## src/rtl/arbitro_vc.sv

```systemverilog
// Two-VC scheduler feeding four destination FIFOs. VC0 has priority, and a
// saturating counter bounds how long a non-empty VC1 can be passed over.
module arbitro_vc #(
  parameter int DATA_W     = 6,
  parameter int DEST_LSB   = 4,
  parameter int MAX_CONSEC = 4
) (
  input  logic              clk,
  input  logic              reset,
  input  logic              active_in,
  input  logic              vc0_empty,
  input  logic              vc1_empty,
  input  logic [DATA_W-1:0] vc0_data,
  input  logic [DATA_W-1:0] vc1_data,
  input  logic [3:0]        d_almost_full,
  output logic              vc0_pop,
  output logic              vc1_pop,
  output logic [3:0]        d_push,
  output logic [DATA_W-1:0] d_data,
  output logic [1:0]        grant,
  output logic [3:0]        consec,
  output logic              arb_idle
);

  localparam logic [3:0] MAX_C = 4'(MAX_CONSEC);

  typedef enum logic [1:0] {
    IDLE  = 2'b00,
    SERV0 = 2'b01,
    SERV1 = 2'b10
  } state_t;

  state_t            state_q, state_d;
  logic [3:0]        consec_q, consec_d;
  logic [3:0]        d_push_q, d_push_d;
  logic [DATA_W-1:0] d_data_q, d_data_d;
  logic [1:0]        dest0, dest1;
  logic              elig0, elig1;
  logic              gnt0, gnt1;

  // Each head is judged only against its own destination's backpressure.
  assign dest0 = vc0_data[DEST_LSB +: 2];
  assign dest1 = vc1_data[DEST_LSB +: 2];
  assign elig0 = !vc0_empty && !d_almost_full[dest0];
  assign elig1 = !vc1_empty && !d_almost_full[dest1];

  always_comb begin
    gnt0 = 1'b0;
    gnt1 = 1'b0;
    if (active_in) begin
      if (elig0 && elig1) begin
        if (consec_q == MAX_C) gnt1 = 1'b1;
        else                   gnt0 = 1'b1;
      end else if (elig0) begin
        gnt0 = 1'b1;
      end else if (elig1) begin
        gnt1 = 1'b1;
      end
    end
  end

  assign vc0_pop = gnt0 && reset;
  assign vc1_pop = gnt1 && reset;

  always_comb begin
    state_d  = IDLE;
    d_push_d = 4'b0000;
    d_data_d = d_data_q;
    consec_d = consec_q;
    if (gnt0) begin
      state_d  = SERV0;
      d_push_d = 4'b0001 << dest0;
      d_data_d = vc0_data;
    end else if (gnt1) begin
      state_d  = SERV1;
      d_push_d = 4'b0001 << dest1;
      d_data_d = vc1_data;
    end
    // Counter only tracks VC0 wins while VC1 is actually waiting.
    if (gnt1 || vc1_empty) begin
      consec_d = 4'd0;
    end else if (gnt0 && (consec_q != MAX_C)) begin
      consec_d = consec_q + 4'd1;
    end
  end

  always_ff @(posedge clk) begin
    if (!reset) begin
      state_q  <= IDLE;
      consec_q <= 4'd0;
      d_push_q <= 4'b0000;
      d_data_q <= '0;
    end else begin
      state_q  <= state_d;
      consec_q <= consec_d;
      d_push_q <= d_push_d;
      d_data_q <= d_data_d;
    end
  end

  assign d_push   = d_push_q;
  assign d_data   = d_data_q;
  assign grant    = state_q;
  assign consec   = consec_q;
  assign arb_idle = vc0_empty && vc1_empty && (d_push_q == 4'b0000);

endmodule

```

## config.mk

```make
export PLATFORM = sky130hd
export DESIGN_NAME = arbitro_vc
export DESIGN_NICKNAME = d
export VERILOG_FILES = /design/src/rtl/arbitro_vc.sv
export SDC_FILE = /design/constraint.sdc
export NUM_CORES = 1
export LEC_CHECK = 0
export CAP_MARGIN = 20
export CORE_ASPECT_RATIO = 1.2
export CORE_MARGIN = 2
export CORE_UTILIZATION = 39
export DETAILED_ROUTE_END_ITERATION = 12
export GPL_ROUTABILITY_DRIVEN = 0
export PLACE_DENSITY = 0.79
export SLEW_MARGIN = 25
export SYNTH_ARGS = -nofsm -noshare
export SYNTH_HDL_FRONTEND = slang
export SYNTH_SLANG_ARGS = --single-unit
```

## constraint.sdc

```tcl
create_clock -name clk -period 2.5 [get_ports clk]
set_clock_uncertainty 0.05 [all_clocks]
set_input_delay 0.375 -clock clk [delete_from_list [all_inputs] [get_ports clk]]
set_output_delay 0.375 -clock clk [all_outputs]
set_load 0.01 [all_outputs]
```

Word-level counts from Yosys, hierarchy flattened. Index checks and enable logic that the tools add are counted.

$lt $le $gt $ge: 2. Muxes and demuxes: 19. Equality and inequality tests: 2. Shift operators: 2. Reduce and logical (&&, ||, !) cells: 17. Add/subtract/negate cells: 1. $mul: 0. Bitwise operators: 1. Div/mod/pow operators: 0.

Operators with widths (number): two-way mux 1 bit (12); two-way mux 6 bit (2); logical AND 1 bit (8); two-way mux 4 bit (2); left shift 1 x 2 -> 4 bit, first input constant (2); less-than comparator 2 x 3 -> 1 bit, second input constant (2); adder 4 x 1 -> 4 bit, second input constant (1); binary-select mux 1 bit (select 2 bit) (2); == test 4 x 3 -> 1 bit, second input constant (1); logical NOT 1 bit (4); logical NOT 4 bit (1); != test 4 x 3 -> 1 bit, second input constant (1); OR reduction 2 bit (2); two-way mux 2 bit (1); nonzero test 2 bit (1); logical OR 1 bit (1); NOT 1 bit (1).

Latch bits: 0. Bits of input ports: 21. RAM bits: 0. Memories kept: 0. Bits in read-only memories: 0. Register bits: 16.

Logic depth before layout (Yosys ltp). Gate-level depths: netlist of the first run.

Depth after elaboration: 10. Depth in mapped cells: 7. Mapped depth without buffers: 6.

Least setup slack after synthesis of the first run. Ideal clock, no wire load.

Path type: reg2out. From: register consec_q[0] (netlist: consec[0]). To: output port vc0_pop. Arrival: 1665 ps. Path buffers: 1. Data required time: 2075 ps. Setup slack: 410 ps. Cell stages (with the launch flop): 7. Path through: dfxtp_1 -> inv_1 -> ha_1 -> and3b_1 -> clkbuf_1 -> a211oi_4 -> and2_4.

Cells in the longest elaborated chain, start to end: 5.

RTL lines: start: declaration (RTL line 34) `logic [3:0] consec_q, consec_d;`; start signal: assignment (RTL line 95) `consec_q <= consec_d;`; == test 4 x 3 -> 1 bit (RTL line 52) `if (consec_q == MAX_C) gnt1 = 1'b1;`; two-way mux 1 bit (RTL line 52); two-way mux 1 bit (RTL line 51) `if (elig0 && elig1) begin`; two-way mux 1 bit (RTL line 50) `if (active_in) begin`; logical AND 1 bit (RTL line 62) `assign vc0_pop = gnt0 && reset;`; end: declaration (RTL line 16) `output logic vc0_pop,`.

Every way passes these cells.

Worst setup path in the final report of the first run.
From: register consec_q[1] (netlist: consec[1]). To: output port vc0_pop.

The elaborated chain is that of the path after synthesis.

==> impl_metrics.csv, run 1 <==
group,metric,value,unit
critical_path,crit_arrival,1.95,ns
synth,netlist_instances,89,
detailed_routing,wl,2258,um
synth,yosysTopAreaCell,"dfxtp_1",
clocking,cts_tree,"done",
clocking,clock_path_buffers,2,
floorplan,die_h,54.79,um
detailed_routing,ant_nets,0,
floorplan,initial_core_util,40.90,%
sta,setup_violations,0,
floorplan,num_rows,18,
global_route,gr-total-overflow,0,
sta,post-route-period-util,95.01,%
min_path,holdPathStages,2,
sta,maxSlewViolCount,0,
final_layout,n_antenna_cell,0,
sta,max_slew_margin,83.18,%
sta,rsz0062_at_grt,"no",
final_layout,layout-drive-gt1-share,20.83,%
global_route,antenna_found_initial,0,
synth,yosysTopAreaCellShare,38.21,%
floorplan,die_w,46.33,um
clocking,htree_levels,1,
sta,finalCriticalPeriod,2.375,ns
synth,synth_edf_count,0,
final_layout,finalNetCount,168,
clocking,clk_pin_slew,0.10,ns
place,port_buffers,39,
min_path,hp-start,"d_data[0]",
detailed_routing,initialDrtViolationCount,17,
sta,fin_hold_ws,0.4870,ns
detailed_routing,num_vias,889,
clocking,clkLatencyLatePin,0.29,ns
sta,hold_viol,0,
final_layout,stdcell_count,174,
final_layout,fillers,172,
synth,ys_types,32,
synth,ys_ff_latch,16,
global_route,grt_pass1_wl,3663,um
detailed_routing,drt-pass1-iter-count,4,
synth,ys.flop_type,"dfxtp_1",
detailed_routing,via_per_inst,5.109,
synth,syn-num-nets,112,
critical_path,path_max_fanout,5,
detailed_routing,routedWlPerCell,12.98,um
final_layout,syn_to_final_growth,68.06,%
sta,tightest_slew,0.2474,ns
place,place_inst,165,
critical_path,timing.rr.start,"consec[1]",
floorplan,die_area,0.002538,mm^2
global_route,grt_max_degree,13,
job,cap_viol_max_count,0,
clocking,ctsRootBufferMaster,"clkbuf_4",
clocking,cts_buffers,3,
floorplan,pin_count,40,
detailed_routing,drc_errors,0,
critical_path,start_kind,"register",
critical_path,reg2reg_slack,0.60,ns
floorplan,core-area,0.002049,mm^2
status,outcome,"finished clean",
synth,syn_area,838.3,um^2
critical_path,ff2ff_path_depth,8,
synth,synth.area.top_cells,"dfxtp_1, mux2i_1, a21oi_1, o21ai_0, xnor2_1",
clocking,clock_sinks,16,
synth,ys_seq_area_share,38.21,%
pwr,cellLeakagePower,0.5930,nW
sta,max_freq,421.0,MHz
min_path,hold_path.class,"reg2reg",
place,dp_hpwl,1764,um
global_route,grt_pass1_vias,852,
critical_path,path_class,"reg2out",
critical_path,cp-startpoint,"consec[1]",
pwr,irDropWorstVdd,0.3348,mV
pwr,powerDensity,423.9,mW/mm^2
synth,async_reset_ff_share,0,%
synth,synth_warnings,0,
critical_path,critPathCaptureType,"output pin",
synth,syn_avg_cell_area,9.419,um^2
critical_path,worstPathRequired,2.08,ns
global_route,grt_usage,20.08,%
state kept, by name, summed over array words and instances, names as in the netlist:
| name | flops |
|---|---|
| d_push | 4 |
| grant | 2 |
| consec | 4 |
| d_data | 6 |
cells in the final DEF, fill, tap and decap left out, types with 2 or more instances in the layout:
master and instances:
clkdlybuf4s50_1 33, buf_4 17, dfxtp_1 15, mux2i_1 9
a21oi_1 7, inv_1 6, nor2_1 6, o21ai_0 6
dlygate4sd2_1 5, nor2b_1 3, xnor2_1 3, clkbuf_4 3
mux2i_2 2, o2111a_1 2, nand2_1 2, o22ai_1 2
nor3_1 2, ha_1 2
layout make-up:
class / count / area, um^2 / share of cell area (%)
well taps: 30 / 37.54 / 2.664
repair buffers: 56 / 514.2 / 36.50
flip-flops and latches: 16 / 321.6 / 22.82
inverters: 6 / 22.52 / 1.599
clock buffers: 4 / 36.28 / 2.575
multi-input cells: 62 / 476.7 / 33.84
logic make-up after synthesis:
logic type,synth area share [%]
flops,38.21
simple gates,14.33
xor+xnor,3.135
mux,13.13
fa+ha+maj,2.985
compound gates,22.24
buf+inv,5.969
per-stage QoR:
stage               setup WS, ns  total power, mW  instance area, um^2  util [%]  TNS, ns
global route             0.03243           0.6269                 1409     68.74        0
finish                    0.1247           0.5972                 1409     68.74        0
detailed placement       -0.2056           0.4253                 1329     64.84  -0.3703
global placement         -0.1660           0.4217                 1329     64.84  -0.2511
floorplan                 0.4103           0.3390                838.3         -        0
CTS                      0.01536           0.5974                 1368     66.73        0
Yosys cell counts (all sizes together), types with 3 or more instances:
cell type / number
a21oi: 7
clkbuf: 3
dfxtp: 16
inv: 6
mux2i: 11
nor2: 6
nor2b: 3
o21ai: 6
xnor2: 3
timing repair:
action	in CTS	in global routing
setup endpoints to repair	2	1
setup buffers	1	4
hold buffers	0	0
pin swaps	1	0
resized for setup	6	4
power breakdown:
group / internal, mW / switching [mW] / total, mW / leakage [nW]
clock: 0.0887 / 0.0834 / 0.172 / 0.0210
sequential: 0.266 / 0.00477 / 0.271 / 0.131
combinational: 0.0900 / 0.0642 / 0.154 / 0.441
total: 0.445 / 0.152 / 0.597 / 0.593
layer usage:
| layer | vias up | global-route usage, % | share of wire (%) |
|---|---|---|---|
| met5 | - | 0 | 0 |
| met4 | 0 | 4.286 | 0.84 |
| met3 | 4 | 3.960 | 3.9 |
| met2 | 26 | 38.43 | 52 |
| met1 | 426 | 22.24 | 43 |
| li1 | 433 | - | - |
final timing paths:
kind | endpoint
max | vc0_pop
min | d_data[0]
max reg2reg | d_data[3]
min reg2reg | d_data[0]
worst max-delay path: stages (launching register included):
cell,delay [ns]
dfxtp_1,0.41
inv_1,0.06
ha_1,0.18
and3b_2,0.23
buf_4,0.15
a211oi_4,0.20
and2_4,0.17
dlygate4sd2_1,0.26
(Power assumes the default switching activity.)
==> run 2, diff against run 1 <==
- SLEW_MARGIN: 25 -> 20
==> results of run 2 <==
The final DEF is identical to that of run 1; final timing and power are the same.
==> run 3, diff against run 2 <==
- CAP_MARGIN: 20 -> not set
==> results of run 3 <==
The final DEF is identical to that of run 1; final timing and power are the same.
==> patch 1: new RTL, config.mk and constraints of run 3 <==
Make the reset (`reset`) asynchronous in one clocked block.
--- a/src/rtl/arbitro_vc.sv
+++ b/src/rtl/arbitro_vc.sv
@@ -85,5 +85,5 @@
   end
 
-  always_ff @(posedge clk) begin
+  always_ff @(posedge clk or negedge reset) begin
     if (!reset) begin
       state_q  <= IDLE;
Function: differs if reset is asserted again (counterexample within 4 cycles, from zero or initial values and one cycle with reset low); with reset held inactive, the same outputs for 10 cycles.
==> patch 1 against run 3 <==
Combinational power rose by 47%; sequential power is 11% higher; power up 17%; design area increased by 7.3%; critical path type is now input pin to output port; area after synthesis increased by 13%; sequential cell count unchanged; global-route usage grew 1.4 points; setup slack got worse by 0.022 ns; critical path depth down 1; routed wire length is 22% higher; via count up 8.1%.
==> patch 1: results (changes against run 3) <==
* Crit-path max FO at 2 (was 5)
* Worst-Margin Slew at 0.431 ns (was 0.247 ns)
* Largest net degree at the start of global routing at 12 (was 13)
* Final wirelength at 2760 um (was 2260 um)
* Post-CTS repair timing setup buffer count at 0 (was 1)
* Async set-reset flop share out of synthesis at 1.00 (was 0)
* Arrival @ worst endpoint at 1.97 ns (was 1.95 ns)
* Largest cells by area after synthesis: dfrtp_1 (42%), a211oi_1 (7.2%), a221o_1 (4.2%) (was dfxtp_1 (38%), mux2i_1 (13%), a21oi_1 (4.2%))
* Reg-to-Reg End: consec[2]$_DFFE_PN0P_ (was d_data[3]$_SDFFE_PN0P_)
* Syn Area/Cell at 10.9 um^2 (was 9.42 um^2)
* Synth unique cells at 33 (was 32)
* Syn Nets at 110 (was 112)
* Worst VDD drop at 0.320 mV (was 0.335 mV)
* Leak Pwr at 0.670 nW (was 0.593 nW)
* R2r setup slk at 0.64 ns (was 0.60 ns)
* Via/cell ratio at 5.52 (was 5.11)
* Synth top cells by count: dfrtp_1 (16), a211oi_1 (9), nand2_1 (8) (was dfxtp_1 (16), mux2i_1 (11), a21oi_1 (7))
* Worst-case reg-to-reg path depth at 7 (was 8)
* Status: completed (unchanged)
* Sequential area share after synthesis at 0.424 (was 0.382)
* Hold Crit Class: input pin to async pin (was flip-flop to flip-flop)
* Place WS at -0.239 ns (was -0.206 ns)
* Post-route clock period utilization at 0.959 (was 0.950)
* RR Startpoint: consec[0]$_DFFE_PN0P_ (was consec[1]$_SDFFE_PP0P_)
* Detailed Place HPWL at 2270 um (was 1760 um)
* Vias in the first global route at 1027 (was 852)
patch 1: through the flow:
step                cell area, um^2  hold WS, ns
floorplan                       945       0.0294
global placement               1470        0.445
detailed placement             1470        0.454
CTS                            1510        0.422
global route                   1510        0.431
finish                         1510        0.412
patch 1: worst max-delay path: stages:
cell,delay [ns]
clkdlybuf4s50_1,0.44
mux2_4,0.30
a2bb2oi_2,0.17
o211a_4,0.23
and2_1,0.15
dlygate4sd2_1,0.29
patch 1: where the power goes:
group / leakage, nW / total [mW] / internal, mW / switching [mW]
registers: 0.212 / 0.301 / 0.285 / 0.0156
clock network: 0.0210 / 0.173 / 0.0888 / 0.0842
logic: 0.437 / 0.227 / 0.134 / 0.0926
total: 0.670 / 0.700 / 0.508 / 0.192
patch 1: final cells by class:
cell class,instances,area [um^2],share of cell area
clock buffers,4,36.3,0.0240
well taps,31,38.8,0.0257
multi-input cells,63,512,0.339
flip-flops and latches,16,400,0.265
repair buffers,55,505,0.334
inverters,5,18.8,0.0124
patch 1: what timing repair did:
item,CTS,global route
gates resized for setup,5,0
hold buffers,0,0
setup endpoints to repair,2,0
patch 1: layer usage:
metal | GRT usage | vias to the layer above | share of wire
met5 | 0 | - | 0
met4 | 0.106 | 0 | 0.019
met3 | 0.0258 | 6 | 0.050
met2 | 0.423 | 36 | 0.54
met1 | 0.222 | 465 | 0.39
li1 | - | 454 | -
patch 1: cell families (layout without fill, tap and decap cells):
family	after synthesis	count (layout)	share of synthesized area
adders and majority gates	2	2	0.0265
muxes	4	4	0.0530
DFF	16	16	0.424
and+or+nand+nor	26	26	0.139
buffers and inverters	8	64	0.0411
AOI/OAI and AO/OA	31	31	0.317
==> patch 2: new RTL, settings of run 3 <==
Made on the original files. `d_push_q` no longer has a reset.
--- a/src/rtl/arbitro_vc.sv
+++ b/src/rtl/arbitro_vc.sv
@@ -89,12 +89,14 @@
       state_q  <= IDLE;
       consec_q <= 4'd0;
-      d_push_q <= 4'b0000;
       d_data_q <= '0;
     end else begin
       state_q  <= state_d;
       consec_q <= consec_d;
-      d_push_q <= d_push_d;
       d_data_q <= d_data_d;
     end
+  end
+
+  always_ff @(posedge clk) begin
+    d_push_q <= d_push_d;
   end
 
Check against the original RTL: not equivalent (Yosys sat finds a counterexample within 4 cycles, from zero or initial values and one cycle with reset low).
==> patch 2 against run 3 <==
Setup slack better by 0.042 ns; routed wire length decreased by 8.0%; design area decreased by 7.5%; power shrank 1.6%; maximum frequency increased by 1.8%; hold slack better by 0.0055 ns; critical path depth down 1; area after synthesis is 3.9% lower; largest power group unchanged; final cell count is 8.0% lower; sequential cell count stayed put.
==> patch 2: results (changes against run 3) <==
* Clock-cell share of area at 0.0279 (was 0.0258)
* Met1 usage at 0.200 (was 0.222)
* Detailed Place HPWL at 1670 um (was 1760 um)
* Status: completed (unchanged)
* Combinational cell fraction of total power at 0.239 (was 0.258)
* Place WS at -0.219 ns (was -0.206 ns)
* Clock buffer depth at 2 (unchanged)
* Worst path slowest cell: clkdlybuf4s50_1 (was dfxtp_1)
* Crit-path max FO at 3 (was 5)
* Final wirelength at 2080 um (was 2260 um)
* Largest cells by area after synthesis: dfxtp_1 (40%), mux2i_1 (14%), nor2_1 (5.1%) (was dfxtp_1 (38%), mux2i_1 (13%), a21oi_1 (4.2%))
* Worst VDD drop at 0.359 mV (was 0.335 mV)
* Sequential area share after synthesis at 0.398 (was 0.382)
* Synth Area in XOR/XNOR at 0.0326 (was 0.0313)
* Adder-Cell Fraction of Synth Area at 0.0311 (was 0.0299)
* Met3 global-route usage at 0.0436 (was 0.0396)
* Multi-input gates at 65 (was 62)
* Mux cell area share after synthesis at 0.137 (was 0.131)
* Syn Nets at 114 (was 112)
* Post-synthesis compound-gate area fraction at 0.179 (was 0.222)
* Leak Pwr at 0.570 nW (was 0.593 nW)
* Final Core Density at 0.650 (was 0.687)
* Seq/total area at 0.246 (was 0.228)
* Arrival @ worst endpoint at 1.91 ns (was 1.95 ns)
* # clk buffers at 4 (unchanged)
* Slew HR at 0.790 (was 0.832)
* GRT Resource Usage Total at 0.194 (was 0.201)
* Synthesized instance count at 91 (was 89)
* Via/cell ratio at 5.16 (was 5.11)
* Plain + repair buffers at 49 (was 56)
* Synth unique cells at 30 (was 32)
* M2 GR Usage at 0.343 (was 0.384)
* Iteration-0 DRC Markers at 13 (was 17)
* Vias in the first global route at 845 (was 852)
* Multi-input gate area at 438 um^2 (was 477 um^2)
* Met3 wire length at 168 um (was 88 um)
* Placed standard-cell area at 0.00127 mm^2 (was 0.00133 mm^2)
* Tap cells at 20 (was 30)
* DRT met1 WL at 790 um (was 972 um)
* Data buffer area share at 0.354 (was 0.365)
* CP max stage delay at 0.45 ns (was 0.41 ns)
* Fillers at 179 (was 172)
* Nets at 164 (was 168)
* Sw Pwr at 0.149 mW (was 0.152 mW)
* Share of cells above drive strength 1 at 0.107 (was 0.208)
## patch 2: cell count changes after synthesis, moves of 2 or more
cell	before	now
nor2_1	6	11
o2111a_1	2	0
o22ai_1	2	0
clkbuf_1	3	1
o32ai_1	0	3
## patch 2: worst paths after layout
check | from | end | slack (ns) | cells after the start
worst max-delay path | vc0_data[5] | vc1_pop | 0.17 | 6
worst min-delay path | d_data[4]$_SDFFE_PN0P_ | d_data[4]$_SDFFE_PN0P_ | 0.49 | 2
worst max register to register | consec[0]$_SDFFE_PP0P_ | d_push[0]$_DFF_P_ | 0.59 | 8
worst min register to register | d_data[4]$_SDFFE_PN0P_ | d_data[4]$_SDFFE_PN0P_ | 0.49 | 2
## patch 2: critical path: cells and delay by family
kind                   cells  cell delay (ns)
buffers and inverters      2             0.72
AOI/OAI and AO/OA          2             0.58
and+or+nand+nor            2             0.24
## patch 2: repair_timing
| item | in CTS | in global routing |
|---|---|---|
| setup buffers | 0 | 0 |
| endpoints found under the setup margin | 2 | 0 |
| gates resized for setup | 4 | 0 |
